File: src/rtl/shift_pkg.sv
//------------------------------------------------------------------------------
// Module   : shift_pkg
// Purpose  : Shared constants, op encodings and FSM state type for the serial
//            shift sequencer and its single-step shifter.
// Revision : 1.0 - initial release
//------------------------------------------------------------------------------
`default_nettype none

package shift_pkg;

  localparam int WIDTH = 16;
  localparam int CNT_W = 4;

  localparam logic [1:0] OP_ROL = 2'd0;
  localparam logic [1:0] OP_SLL = 2'd1;
  localparam logic [1:0] OP_ROR = 2'd2;
  localparam logic [1:0] OP_ASR = 2'd3;

  typedef enum logic [1:0] {
    IDLE  = 2'd0,
    SHIFT = 2'd1,
    DONE  = 2'd2
  } state_t;

endpackage : shift_pkg

`default_nettype wire

File: src/rtl/shift1.sv
//------------------------------------------------------------------------------
// Module   : shift1
// Purpose  : Single-step 16-bit shift/rotate stage (ROL, SLL, ROR, ASR by 1).
//            Purely combinational.
// Revision : 1.0 - initial release
//------------------------------------------------------------------------------
`default_nettype none

module shift1
  import shift_pkg::*;
(
  input  logic [15:0] din,
  input  logic [1:0]  op,
  output logic [15:0] dout
);

  // One-bit move of the operand according to the op encoding
  always_comb begin
    dout = din;
    case (op)
      OP_ROL:  dout = {din[14:0], din[15]};
      OP_SLL:  dout = {din[14:0], 1'b0};
      OP_ROR:  dout = {din[0], din[15:1]};
      OP_ASR:  dout = {din[15], din[15:1]};
      default: dout = din;
    endcase
  end

endmodule : shift1

`default_nettype wire

File: src/rtl/serial_shift_ctrl.sv
//------------------------------------------------------------------------------
// Module   : serial_shift_ctrl
// Purpose  : Multi-cycle shift/rotate sequencer. Accepts an operand, op and
//            count over a valid/ready handshake, applies the shared 1-bit
//            shift stage once per clock until the count is exhausted, then
//            presents the result over a second valid/ready handshake.
// Config   : define SHIFT_STRIDE4_EN to add a 4-step datapath that consumes
//            four counts per cycle whenever at least four remain.
// Revision : 1.0 - initial release
//------------------------------------------------------------------------------
`default_nettype none

module serial_shift_ctrl
  import shift_pkg::*;
#(
  parameter int WIDTH_P = shift_pkg::WIDTH,
  parameter int CNT_W_P = shift_pkg::CNT_W
) (
  input  logic               clk,
  input  logic               rst_n,
  input  logic               in_valid,
  output logic               in_ready,
  input  logic [WIDTH_P-1:0] in_data,
  input  logic [1:0]         in_op,
  input  logic [CNT_W_P-1:0] in_cnt,
  output logic               out_valid,
  input  logic               out_ready,
  output logic [WIDTH_P-1:0] out_data,
  output logic               busy
);

  state_t               r_state;
  logic [WIDTH_P-1:0]   r_data;
  logic [1:0]           r_op;
  logic [CNT_W_P-1:0]   r_cnt;

  logic [WIDTH_P-1:0]   w_step1;
  logic [WIDTH_P-1:0]   w_next_data;
  logic [CNT_W_P-1:0]   w_next_cnt;

  // Single-step datapath, always present
  shift1 u_step1 (
    .din  (r_data),
    .op   (r_op),
    .dout (w_step1)
  );

`ifdef SHIFT_STRIDE4_EN
  logic [WIDTH_P-1:0] w_chain [0:4];

  assign w_chain[0] = r_data;

  // Four chained stages give the 4-step result in one cycle
  generate
    for (genvar gi = 0; gi < 4; gi++) begin : g_stride4
      shift1 u_step (
        .din  (w_chain[gi]),
        .op   (r_op),
        .dout (w_chain[gi+1])
      );
    end
  endgenerate

  // Take a 4-step stride while at least four counts remain
  always_comb begin
    if (r_cnt >= CNT_W_P'(4)) begin
      w_next_data = w_chain[4];
      w_next_cnt  = r_cnt - CNT_W_P'(4);
    end else begin
      w_next_data = w_step1;
      w_next_cnt  = r_cnt - CNT_W_P'(1);
    end
  end
`else
  // One step per cycle
  always_comb begin
    w_next_data = w_step1;
    w_next_cnt  = r_cnt - CNT_W_P'(1);
  end
`endif

  // Sequencer FSM, counter and data register
  always_ff @(posedge clk) begin
    if (!rst_n) begin
      r_state <= IDLE;
      r_data  <= '0;
      r_op    <= '0;
      r_cnt   <= '0;
    end else begin
      case (r_state)
        IDLE: begin
          if (in_valid) begin
            r_data  <= in_data;
            r_op    <= in_op;
            r_cnt   <= in_cnt;
            r_state <= (in_cnt == '0) ? DONE : SHIFT;
          end
        end
        SHIFT: begin
          r_data <= w_next_data;
          r_cnt  <= w_next_cnt;
          if (w_next_cnt == '0) begin
            r_state <= DONE;
          end
        end
        DONE: begin
          if (out_ready) begin
            r_state <= IDLE;
          end
        end
        default: r_state <= IDLE;
      endcase
    end
  end

  // Outputs come straight from state and the data register
  assign in_ready  = (r_state == IDLE);
  assign out_valid = (r_state == DONE);
  assign busy      = (r_state == SHIFT) || (r_state == DONE);
  assign out_data  = r_data;

endmodule : serial_shift_ctrl

`default_nettype wire

File: config.mk
export PLATFORM = sky130hd
export DESIGN_NAME = serial_shift_ctrl
export DESIGN_NICKNAME = d
export VERILOG_FILES = /design/src/rtl/shift_pkg.sv /design/src/rtl/shift1.sv /design/src/rtl/serial_shift_ctrl.sv
export SDC_FILE = /design/constraint.sdc
export NUM_CORES = 1
export LEC_CHECK = 0
export CORE_MARGIN = 2
export CORE_UTILIZATION = 40
export DETAILED_ROUTE_END_ITERATION = 10
export DONT_BUFFER_PORTS = 1
export MAX_ROUTING_LAYER = met4
export PLACE_DENSITY = 0.55
export SLEW_MARGIN = 15
export SYNTH_ARGS = -nofsm -noshare
export SYNTH_HDL_FRONTEND = slang
export SYNTH_SLANG_ARGS = --single-unit
File: constraint.sdc
create_clock -name clk -period 1.5 [get_ports clk]
set_input_delay 0.15 -clock clk [delete_from_list [all_inputs] [get_ports clk]]
set_output_delay 0.15 -clock clk [all_outputs]
set_load 0.05 [all_outputs]
==> impl_metrics.toml <==
[run_status]
status = "finished, final reports clean"

[worst_hold_path]
whs_endpoint = "r_cnt[0]$_SDFFE_PN0P_"
worstHoldPathType = "in -> reg"
holdPathStages = 3
min_from = "in_cnt[0]"

[synth]
synth_nets = 206
synth.area.top_cells = "dfxtp_1, mux2i_1, nor2b_1"
ys_seq_elements = 24
synth_top_flop_cell = "dfxtp_1"
syn_area_sq_um = 1439
ys_types = 32
synth-edff-count = 0
synth.top_cell.area_share_pct = 33.39
async_reset_ff_share_pct = 0
synth_area_leader_cell = "dfxtp_1"
synth_most_common_cell = "dfxtp_1"
synth.yosys.seq_area_share_pct = 33.39
ys.warnings.count = 0
synthTopCellsByCount = "dfxtp_1, nor2_1, nor2b_1"
synth_cells = 175
postSynthAreaPerCell_sq_um = 8.222

[critical_path]
cp_cell_sequence = "inv_4 -> ha_4 -> o21a_4 -> buf_6 -> a211oi_1 -> a21oi_1 -> nor2b_1"
cp_max_fo = 11
crit_required_ns = 1.76
reg2reg_slack_ns = 0.05
cpLargestDelayFamily = "compound AO/OA/AOI/OAI gates"
r2r-end = "out_data[3]$_SDFFE_PN0P_"
critPathCaptureType = "register"
crit_type = "reg -> reg"
path_buf_inv = 2
reg2reg_depth = 7
arrival_ns = 1.71
slowest_delay_ns = 0.40
cpMaxStageDelayCell = "dfxtp_4"
start_kind = "register"
worstReg2RegStart = "r_state[0]$_SDFFE_PN0P_"

[grt]
track_usage_pct = 18.64
grt.overflow.total = 0
antenna_found_initial = 0
grt_pass1_wl_microns = 6009
grt_pass1_vias = 1321
grt_max_degree = 26

[cells_and_area]
regArea_sq_um = 489.2
drive_gt1_share_pct = 32.68
area_growth_pct = 32.78
nNetsFinal = 237
antenna_cells = 0
multi_input_area_sq_um = 977.2
final.fill_count = 307
instances_no_fill = 251

[die]
die_w_microns = 63.98
die_area_sq_um = 4093
core-area_sq_um = 3390
die_h_microns = 63.98
core.rowCount = 21
io_pins = 45
start_util_pct = 42.45

[place]
finalWeightedCongestion = 0.8238
dp_hpwl_microns = 2620
place_inst = 241
portBuffers = 0
place_ws_ns = -0.06600

[timing]
hold_viol = 0
fin_crit_sh_pct = 96.49
fmax_ghz = 0.6909
fin_crit_ns = 1.447
maxSlewHeadroom_pct = 49.32
worst_pin_slew_ns = 0.7578
drv_slew = 0
whs_ns = 0.1012
rsz0062_at_grt = "true"
finalSetupTns_ns = 0
setup_violations = 0
fin_worst_skew_ns = 0.006748
setup_ws_ns = 0.05267

[power]
power.leakage_nw = 0.7312
pwr_density_cell_nw_per_um2 = 2326
irDropWorstVdd_uv = 1171
power_mw = 4.444

[routing]
vias_per_cell = 5.386
dr.first_iter.drc_count = 60
ant_nets = 0
drc = 0
drt_wl_total_microns = 3578
num_vias = 1352
drtPass1Iterations = 4
wl_per_cell_microns = 14.25

[clocking]
clkTransAtPathRegs_ns = 0.13
cts_made_buffers = 3
max-clock-path-buffers = 2
root_buffer = "clkbuf_4"
cts_tree = "done"
cts_num_sinks = 24
clk_latency_ns = 0.31
ctsHtreeMaxLevel = 1

[flow_run]
max-cap-violations = 0
==> how the worst max path moves through the flow <==
stage,start,endpoint,slack (ns),cells past startpoint
finish,r_state[0]$_SDFFE_PN0P_,out_data[3]$_SDFFE_PN0P_,0.05,7
CTS,r_state[1]$_SDFFE_PN0P_,r_cnt[0]$_SDFFE_PN0P_,-0.001,6
floorplan,r_state[1]$_SDFFE_PN0P_,r_cnt[0]$_SDFFE_PN0P_,-0.06,8
global route,r_state[1]$_SDFFE_PN0P_,out_data[4]$_SDFFE_PN0P_,-0.03,7
detailed placement,r_cnt[0]$_SDFFE_PN0P_,r_state[0]$_SDFFE_PN0P_,-0.07,6
global placement,r_cnt[0]$_SDFFE_PN0P_,r_state[0]$_SDFFE_PN0P_,0.002,6
==> report_power, final <==
group | internal [mW] | leakage [nW] | switching (mW)
logic | 1.22 | 0.511 | 1.77
clock network | 0.148 | 0.0210 | 0.195
registers | 0.879 | 0.199 | 0.226
total | 2.25 | 0.731 | 2.19
==> logic make-up after synthesis <==
logic type | count (synthesis) | share of synthesized area [%]
AND/OR/NAND/NOR | 61 | 21.65
AO/OA/AOI/OAI | 51 | 23.22
flip-flops | 24 | 33.39
buffers and inverters | 18 | 6.260
multiplexers | 16 | 11.13
adder cells (fa/ha/maj) | 5 | 4.348
==> layout make-up <==
cell class              instances  area share [%]
inverters                       5           1.244
clock buffers                   4           1.899
well taps                      46           3.012
flip-flops and latches         24           25.61
multi-input cells             133           51.15
repair buffers                 39           17.09
==> flip-flops by register name, indices dropped and copies added, names as in the netlist <==
register,count
r_op,2
out_data,16
r_cnt,4
r_state,2
==> cell usage in the layout, fill, tap and decap left out, types with 3 or more instances in the layout <==
master / count
nand2_1: 5
inv_2: 3
dfxtp_1: 19
clkbuf_4: 3
dfxtp_2: 4
nand3_1: 3
dlygate4sd3_1: 4
buf_4: 31
a211oi_2: 7
o21ai_0: 4
a211oi_1: 9
nor2_1: 22
a21oi_1: 18
mux2i_1: 16
nor2b_1: 18
buf_6: 3
ha_4: 3
==> worst reg2reg max path: cells and delay by family (launching register included) <==
kind                       cells  cell delay, ns
and+or+nand+nor                1            0.12
AOI/OAI and AO/OA              3            0.50
DFF                            1            0.40
adders and majority gates      1            0.18
buffers and inverters          2            0.20
==> repair_timing <==
action                                  in CTS  in global routing
buffers inserted                             0                  2
resized for setup                            7                 28
hold endpoints to repair                    24                  0
endpoints found under the setup margin      19                 21
hold buffers                                 4                  0
pin swaps                                    2                  5
==> metrics by stage <==
stage	utilization, %	instance area [sq um]
floorplan	-	1464
global placement	49.91	1692
detailed placement	49.91	1692
CTS	52.71	1787
global route	56.37	1911
finish	56.37	1911
==> layer usage <==
metal	track usage, %	wire length [microns]	up-vias
li1	-	-	679
met1	23.48	1588	631
met2	29.95	1736	40
met3	5.810	239	2
met4	2.717	13	0
met5	-	0	-
(Power assumes the default switching activity.)
